==> config.mk <==
export PLATFORM = sky130hd
export DESIGN_NAME = lion_gate_driver
export DESIGN_NICKNAME = d
export VERILOG_FILES = /design/src/rtl/lion_gate_driver.sv
export SDC_FILE = /design/constraint.sdc
export NUM_CORES = 1
export LEC_CHECK = 0
export ABC_AREA = 1
export CORE_ASPECT_RATIO = 1.5
export CORE_MARGIN = 5
export CORE_UTILIZATION = 50
export CTS_BUF_LIST = sky130_fd_sc_hd__clkbuf_4
export DETAILED_ROUTE_END_ITERATION = 7
export PLACE_DENSITY_LB_ADDON = 0.3
export SLEW_MARGIN = 0
export SYNTH_ARGS = -nofsm -noshare
export SYNTH_HDL_FRONTEND = slang
export SYNTH_SLANG_ARGS = --single-unit
==> constraint.sdc <==
create_clock -name clk -period 2.3 [get_ports clk]
set_input_delay 0.575 -clock clk [delete_from_list [all_inputs] [get_ports clk]]
set_output_delay 0.575 -clock clk [all_outputs]
set_load 0.1 [all_outputs]
==> src/rtl/lion_gate_driver.sv <==
// Light-gate pattern transmitter: emits entry/exit passages on two emulated beams
// and keeps the count a downstream two-gate cage counter should be holding.
//
// state | meaning
// IDLE  | ready for a command, beams dark (00)
// P1    | first beam interrupted (entry 10, exit 01)
// P2    | both beams interrupted (11)
// P3    | second beam interrupted (entry 01, exit 10)
// GAP   | beams clear (00) before returning to IDLE
module lion_gate_driver #(
    parameter int CNT_W = 4
) (
    input  logic             clk,
    input  logic             reset,
    input  logic             cmd_valid,
    input  logic             cmd_dir,
    input  logic [7:0]       dwell,
    output logic             cmd_ready,
    output logic             g_one,
    output logic             g_two,
    output logic             done,
    output logic [CNT_W-1:0] shadow_count
);

    typedef enum logic [2:0] {IDLE, P1, P2, P3, GAP} state_t;

    state_t     state;
    logic       dir_q;
    logic [7:0] reload;
    logic [7:0] phase_cnt;
    logic [7:0] dwell_m1;

    // A dwell of 0 behaves like 1; the counter holds cycles remaining minus one.
    assign dwell_m1  = (dwell == 8'd0) ? 8'd0 : dwell - 8'd1;
    assign cmd_ready = (state == IDLE);

    always_ff @(posedge clk) begin
        if (reset) begin
            state        <= IDLE;
            dir_q        <= 1'b0;
            reload       <= 8'd0;
            phase_cnt    <= 8'd0;
            g_one        <= 1'b0;
            g_two        <= 1'b0;
            done         <= 1'b0;
            shadow_count <= '0;
        end else begin
            done <= 1'b0;
            case (state)
                IDLE: begin
                    if (cmd_valid) begin
                        state     <= P1;
                        dir_q     <= cmd_dir;
                        reload    <= dwell_m1;
                        phase_cnt <= dwell_m1;
                        g_one     <= cmd_dir;
                        g_two     <= ~cmd_dir;
                        if (cmd_dir)
                            shadow_count <= shadow_count + CNT_W'(1);
                    end
                end
                P1, P2, P3, GAP: begin
                    if (phase_cnt != 8'd0) begin
                        phase_cnt <= phase_cnt - 8'd1;
                    end else begin
                        phase_cnt <= reload;
                        case (state)
                            P1: begin
                                state <= P2;
                                g_one <= 1'b1;
                                g_two <= 1'b1;
                            end
                            P2: begin
                                state <= P3;
                                g_one <= ~dir_q;
                                g_two <= dir_q;
                            end
                            P3: begin
                                // Exit is counted where g_one falls with g_two already clear.
                                state <= GAP;
                                g_one <= 1'b0;
                                g_two <= 1'b0;
                                if (!dir_q)
                                    shadow_count <= shadow_count - CNT_W'(1);
                            end
                            default: begin
                                state     <= IDLE;
                                phase_cnt <= 8'd0;
                                done      <= 1'b1;
                            end
                        endcase
                    end
                end
                default: state <= IDLE;
            endcase
        end
    end

endmodule

---- Word-level counts from Yosys, hierarchy flattened ----
Cells that the tools add are included.
storage, ports and cells
  memories kept ........................... 0
  input port bits ......................... 12
  bits in latches ......................... 0
  RAM bits ................................ 0
  logic and storage cells ................. 61
  output and inout bits ................... 8
  ROM bits ................................ 0
  flip-flop bits (word level) ............. 27
cells by class
  shift operators ......................... 0
  equality and inequality tests ........... 10
  add/sub/neg operators ................... 4
  $lt $le $gt $ge ......................... 0
  reductions and logical operators ........ 12
  multipliers ............................. 0
  multiplexer cells ....................... 24
  div/mod/pow operators ................... 0
  bitwise logic cells ..................... 3
operators by type and width
  kind                                              count
  2-to-1 mux 8 bit                                  4
  2-to-1 mux 4 bit                                  5
  case mux 8 bit (2 select lines)                   1
  subtractor 8 x 1 -> 8 bit, second input constant  2
  != test 2 bit, second input constant              5
  case mux 3 bit (3 select lines)                   1
  zero test 8 bit                                   1
  case mux 4 bit (2 select lines)                   1
  nonzero test 8 bit                                1
  == test 3 x 2 -> 1 bit, second input constant     2
  2-to-1 mux 3 bit                                  2
  case mux 1 bit (3 select lines)                   2
  case mux 3 bit (2 select lines)                   1
  AND reduction 2 bit                               3
  AND reduction 6 bit                               1
  OR reduction 3 bit                                2
  2-to-1 mux 1 bit                                  5
  adder 4 x 1 -> 4 bit, second input constant       1
  != test 4 bit, second input constant              1
  case mux 1 bit (2 select lines)                   2
  AND reduction 4 bit                               1
  OR reduction 4 bit                                1
  subtractor 4 x 1 -> 4 bit, second input constant  1
  == test 3 x 1 -> 1 bit, second input constant     1
  other kinds (4)                                   6

---- Depth between registers and ports, before layout ----
Gate-level depths: netlist of the first run.
  depth in word-level cells ............... 5
  mapped depth ............................ 13
  gate-level depth less buffers ........... 12

---- Worst setup path before layout of the first run ----
Ideal clock, no wire load.
  kind .................................... register to register
  from .................................... register shadow_count[1]
  to ...................................... register shadow_count[2]
  data arrival time ....................... 1846 ps
  stages on the path, launching flop included .. 9
  setup slack ............................. 386 ps
  data required time ...................... 2232 ps
  buffers on the path ..................... 0
  path through ............................ dfxtp_1 > nand2_1 > nand2_1 > inv_1 > ha_1 > a21oi_1 > xnor2_1 > nand2_1 > a21oi_2
between the ends
  cells in the longest elaborated chain, start to end .. 5
  elaborated cells between the ends (all ways) .. 8
  classes of those cells .................. add/sub: 2; mux: 6
ends and longest elaborated chain
  what                                 RTL line  RTL
  start: declaration                   22        output logic [CNT_W-1:0] shadow_count
  start signal: assignment             59        shadow_count <= shadow_count + CNT_W'(1);
  start signal: assignment             84        shadow_count <= shadow_count - CNT_W'(1);
  subtractor 4 x 1 -> 4 bit            84
  2-to-1 mux 4 bit                     83        if (!dir_q)
  2-to-1 mux 4 bit                     67        case (state)
  2-to-1 mux 4 bit                     63        if (phase_cnt != 8'd0) begin
  case mux 4 bit (2 select lines) (*)  49        case (state)
Mark *: on every way between the ends. The rest lies on a longest branch, timed or not. The select of a mux whose other input is x is not followed.
A chain may end at the register's enable or synchronous reset.

---- Final worst setup path of the first run ----
  from .................................... register state[0]
  to ...................................... output port cmd_ready
between the ends
  cells in the longest elaborated chain, start to end .. 1
ends and longest elaborated chain
  what                      RTL line  RTL
  start: declaration        27        state_t state;
  start signal: assignment  39        state <= IDLE;
  start signal: assignment  52        state <= P1;
  start signal: assignment  69        state <= P2;
  zero test 3 bit           35        assign cmd_ready = (state == IDLE);
  end: declaration          18        output logic cmd_ready,
No other way between the ends.

==> results of run 1 <==
registers in the layout (all words and copies together), names as in the netlist:
name          count
g_one             1
phase_cnt         8
shadow_count      4
reload            8
dir_q             1
g_two             1
done              1
state             3
tightest hold or removal path, cell delays in order, from the launching register on:
cell      delay (ns)
dfxtp_1         0.33
inv_1           0.05
a211oi_1        0.06
stage by stage:
step                      hold slack [ns]  util (%)  std cells  setup WS (ns)  instance area (um2)
after floorplan                     0.428         -        260          0.386                 1730
after global placement              0.441      58.5        322          0.188                 1980
after detailed placement            0.450      58.5        322          0.163                 1980
after CTS                           0.474      59.3        326          0.328                 2010
after global routing                0.517      59.3        326          0.256                 2010
final                               0.472      59.3        326          0.334                 2010
cells in the final DEF, fill, tap and decap left out, types with 2 or more instances in the layout:
cell / count
clkbuf_4: 3
nand3b_1: 3
nor3_1: 4
o21ai_0: 22
a21oi_1: 26
nand2_1: 55
nand2_4: 3
nand3_1: 22
a21oi_2: 2
a211oi_1: 2
buf_4: 12
nand4_1: 5
nor2_1: 19
dfxtp_1: 27
inv_1: 35
clkdlybuf4s50_1: 11
ha_1: 6
xor2_1: 4
nor2_4: 5
inv_2: 5
cell type report:
| cell class | count | area share [%] |
|---|---|---|
| multi-input combinational | 188 | 50.3 |
| sequential | 27 | 26.9 |
| timing repair buffer | 24 | 11.0 |
| inverter | 41 | 7.79 |
| tap | 42 | 2.62 |
| clock buffer | 3 | 1.12 |
| clock inverter | 1 | 0.249 |
per-layer routing:
layer	up-vias	share of wire, %
li1	893	-
met1	802	41
met2	36	53
met3	6	4.1
met4	0	2.0
met5	-	0
logic make-up (layout without fill, tap and decap cells):
family                   count (synthesis)  count (layout)  share of synthesized area (%)
AND/OR/NAND/NOR                        120             120                           33.6
flip-flops                              27              27                           31.3
XOR/XNOR                                 5               5                           2.54
adder cells (fa/ha/maj)                  6               6                           4.35
buffers and inverters                   45              69                           10.2
AO/OA/AOI/OAI                           57              57                           18.0
Yosys cell counts:
cell,count,area share (%)
inv_2,5,1.1
a21oi_2,2,1.0
xor2_1,4,2.0
a211oi_1,2,0.87
nor3_2,1,0.58
nor2_4,5,3.3
nor2_2,1,0.36
dfxtp_1,27,31
nand3_1,22,6.4
nand3b_1,3,1.3
nor3_1,4,1.2
buf_4,1,0.43
nand4_1,5,1.8
a21oi_1,26,7.5
o21ai_1,1,0.29
nor2_1,19,4.1
or2_2,1,0.36
a31oi_1,1,0.36
a41oi_1,1,0.51
o21ai_0,22,6.4
ha_1,6,4.3
inv_1,35,7.6
o2111ai_1,1,0.51
nand2_2,1,0.36
buf_2,1,0.29
clkbuf_1,2,0.43
xnor2_1,1,0.51
inv_4,1,0.36
o21ai_2,1,0.51
nand2_4,3,2.0
nand2_1,55,12
worst max-delay path by stage:
stage / cells past startpoint / end / start / slack, ns
after floorplan: 8 / shadow_count[2] / shadow_count[1] / 0.39
after global placement: 10 / phase_cnt[3] / dwell[0] / 0.19
after detailed placement: 10 / phase_cnt[3] / dwell[0] / 0.16
after CTS: 4 / cmd_ready / state[0] / 0.33
after global routing: 4 / cmd_ready / state[0] / 0.26
final: 4 / cmd_ready / state[0] / 0.33
==> metrics, run 1 <==
Peak Freq 0.509 GHz; number of global-route vias before repair 1741; clock-pin slew on the worst setup and hold paths 0.16 ns; FP Rows 26; status finished, violations left; DRT iter0 DRCs 64; worst hold path class flip-flop to flip-flop; Fin. Hold Viols 0; footprint of the multi-input gates 1010 um2; antenna viol nets, final 0; reg-to-reg slack, setup 0.41 ns; Port Buf Inserts 19; chip height 82.0 um; Die X 58.0 um; cts hold-fix bufs 0; nets@finish 303; CTS tree built; dpl hpwl 3300 um; CP arrival 1.39 ns; worst slew pin tran 0.500 ns; Hold Crit Depth 2; Final Setup Violations 0; first-pass GRT wire length 7320 um; Syn Area/Cell 6.64 um2; CP Buf/Inv Count 2; sequential area share after synthesis 31.3%; Critical Path, Cell by Cell nor2_4, nand2_2, inv_1, buf_12; routed wire length per instance 13.1 um; Reg2Reg Depth 11; Max stage delay on crit path 0.43 ns; clock latency on the worst-skew pair 0.34 ns; layout cell share with drive strength beyond 1 13.4%; clock skew 0.00132 ns; Max-Cap Viols 0; CTS Root Cell clkbuf_4; Synth-to-Final Area Change 16.2%; DRC violation count after routing 2; RSZ-0062 raised after global routing no; pin count of the biggest net entering global routing 16; CTS HTree Levels 1; Netlist Area Pre-Place 1730 um2; CTS max path bufs 2; GR Layer Usage met1 20.6%; post_cts resized 0; First-pass DRT Iterations 7; overall routing resource usage 19.6%; layer with the highest usage met2; routed vias 1737; Layout fillers 350; Antenna diodes 0; Post-CTS Setup Bufs 0; hold_sp reload[4]; Starting Density 51.0%; Yosys cell types 31; Setup crit start kind flip-flop; failing checks design-rule violations; gpl congestion 0.878; core area 3380 um2; #FFs+latches synth 27; grt met2 use 38.1%; Worst setup EP type primary output; cts bufs inserted 3; required time worst endpoint 1.73 ns; WHS Endpoint reload[4]; yosys warns 0; final max-slew violation count 0; Vias per Instance 5.33; worst r2r src state[0]; final worst path period need 1.97 ns; TNS Setup 0 ns; met3 Resource Use GR 2.20%; critical path fanouts, max 7; r2r endpoint shadow_count[3]; Sink Count 27; Net Count, Synth 278; fin crit share 85.5%; slowest cell on the critical path dfxtp_1; global route total overflow 0; Die ar. 4750 um2; WS Path Type flip-flop to primary output; Synth Instances 260; initial antenna violation count 0; Crit path max-delay family flip-flops; FF/Latch Area 541 um2; IO Pins 20; relative slew slack 66.5%; routed wire length 4260 um
Power of run 1 is not shown: default switching activity piles up to over one toggle a cycle in this logic, so the estimate is an artifact.
==> inputs of run 2 (changes only) <==
--- a/config.mk
+++ b/config.mk
@@ -10,6 +10,7 @@
 export CORE_MARGIN = 5
 export CORE_UTILIZATION = 50
 export CTS_BUF_LIST = sky130_fd_sc_hd__clkbuf_4
+export CTS_CLUSTER_SIZE = 40
 export DETAILED_ROUTE_END_ITERATION = 7
 export PLACE_DENSITY_LB_ADDON = 0.3
 export SLEW_MARGIN = 0
==> results of run 2 <==
The final DEF is identical to that of run 1; final timing and power are the same.
Power of run 2 is left out for the same reason.
==> inputs of run 3 (changes only) <==
--- a/config.mk
+++ b/config.mk
@@ -6,13 +6,15 @@
 export NUM_CORES = 1
 export LEC_CHECK = 0
 export ABC_AREA = 1
-export CORE_ASPECT_RATIO = 1.5
+export CAP_MARGIN = 0
+export CORE_ASPECT_RATIO = 0.8
 export CORE_MARGIN = 5
 export CORE_UTILIZATION = 50
 export CTS_BUF_LIST = sky130_fd_sc_hd__clkbuf_4
 export CTS_CLUSTER_SIZE = 40
 export DETAILED_ROUTE_END_ITERATION = 7
 export PLACE_DENSITY_LB_ADDON = 0.3
+export REMOVE_ABC_BUFFERS = 1
 export SLEW_MARGIN = 0
 export SYNTH_ARGS = -nofsm -noshare
 export SYNTH_HDL_FRONTEND = slang
==> metrics, run 3 (synthesis gave the netlist of run 1 again) <==
DRT iter0 DRCs 120 (was 64); pin count of the biggest net entering global routing 16 (unchanged); Max-Cap Viols 0 (unchanged); layout cell share with drive strength beyond 1 13.1% (was 13.4%); highest-count cells in the layout ignoring fill and taps nand2_1, inv_1, dfxtp_1, a21oi_1 (unchanged); WS Path Type flip-flop to primary output (unchanged); Final Setup Violations 0 (unchanged); overall routing resource usage 17.9% (was 19.6%); Critical Path, Cell by Cell nor2_4, nand2_2, inv_1, buf_12 (unchanged); clock latency on the worst-skew pair 0.33 ns (was 0.34 ns); post_cts resized 0 (unchanged); CTS HTree Levels 1 (unchanged); Peak Freq 0.506 GHz (was 0.509 GHz); required time worst endpoint 1.73 ns (about the same); Vias per Instance 5.11 (was 5.33); critical path fanouts, max 7 (unchanged); clock skew 0.00227 ns (was 0.00132 ns); Max stage delay on crit path 0.42 ns (was 0.43 ns); clock-pin slew on the worst setup and hold paths 0.15 ns (was 0.16 ns); chip height 62.6 um (was 82.0 um); Die X 75.7 um (was 58.0 um); worst slew pin tran 0.498 ns (was 0.500 ns); Post-CTS Setup Bufs 0 (unchanged); number of global-route vias before repair 1557 (was 1741); top flop regs phase_cnt: 8 flops, reload: 8 flops, shadow_count: 4 flops (unchanged); Port Buf Inserts 19 (unchanged); cts bufs inserted 3 (unchanged); nets@finish 302 (was 303); CP arrival 1.40 ns (was 1.39 ns); CTS Root Cell clkbuf_4 (unchanged); initial antenna violation count 0 (unchanged); relative slew slack 66.6% (was 66.5%); Sink Count 27 (unchanged); global route total overflow 0 (unchanged); routed wire length per instance 12.0 um (was 13.1 um); Starting Density 51.1% (was 51.0%); Synth-to-Final Area Change 15.8% (was 16.2%); Antenna diodes 0 (unchanged); gpl congestion 0.871 (was 0.878); status completed (was finished, violations left); antenna viol nets, final 0 (unchanged); Fin. Hold Viols 0 (unchanged); final worst path period need 1.98 ns (was 1.97 ns); DRC violation count after routing 0 (was 2); commonest non-fill, non-tap cell in the layout nand2_1 (unchanged); CTS max path bufs 2 (unchanged); IO Pins 20 (unchanged); First-pass DRT Iterations 4 (was 7); Worst setup EP type primary output (unchanged); dpl hpwl 3030 um (was 3300 um); TNS Setup 0 ns (unchanged); first-pass GRT wire length 6760 um (was 7320 um); Setup crit start kind flip-flop (unchanged); fin crit share 85.9% (was 85.5%); CTS tree built (unchanged); cts hold-fix bufs 0 (unchanged); slowest cell on the critical path dfxtp_1 (unchanged); worst hold path class flip-flop to flip-flop (unchanged); routed vias 1662 (was 1737); core area 3380 um2 (about the same); routed wire length 3890 um (was 4260 um); final max-slew violation count 0 (unchanged); FP Rows 19 (was 26); RSZ-0062 raised after global routing no (unchanged); Die ar. 4740 um2 (was 4750 um2)
-- run 3: cell count changes in the layout (fill, tap and decap cells not counted), sizes merged --
cell,previous run,this run
buf,13,12
-- run 3: path summary, 6_finish.rpt --
check | startpoint | to | slack [ns] | cells past startpoint
max | state[0] | cmd_ready | 0.32 | 4
min | g_one | g_one | 0.48 | 2
max reg2reg | state[0] | shadow_count[3] | 0.43 | 10
min reg2reg | g_one | g_one | 0.48 | 2
-- run 3: critical path: cells and delay by family (launching register included) --
family        cells  cell delay [ns]
buf+inv           2             0.35
simple gates      2             0.29
flops             1             0.42
-- run 3: through the flow --
step / cell area, um2 / util, % / hold WS [ns] / setup slack, ns / instances
after global placement: 1970 / 58.4 / 0.454 / 0.208 / 321
final: 2000 / 59.2 / 0.477 / 0.324 / 325
after global routing: 2000 / 59.2 / 0.506 / 0.200 / 325
after detailed placement: 1970 / 58.4 / 0.461 / 0.120 / 321
after floorplan: 1710 / - / 0.428 / 0.387 / 256
after CTS: 2000 / 59.2 / 0.481 / 0.334 / 325
-- run 3: final cells by class --
| type | instances | area [um2] |
|---|---|---|
| clock buffers | 3 | 22.5 |
| clock inverters | 1 | 5.00 |
| fillers | 322 | 1380 |
| inverters | 41 | 156 |
| multi-input cells | 188 | 1010 |
| flip-flops and latches | 27 | 541 |
| well taps | 42 | 52.6 |
| repair buffers | 23 | 213 |
-- run 3: per-layer routing --
layer,track usage [%],up-vias,share of wire [%]
li1,-,898,-
met1,25.9,712,50
met2,25.5,46,42
met3,4.82,6,6.3
met4,5.68,0,0.98
met5,0,-,0
Power of run 3 is left out for the same reason.
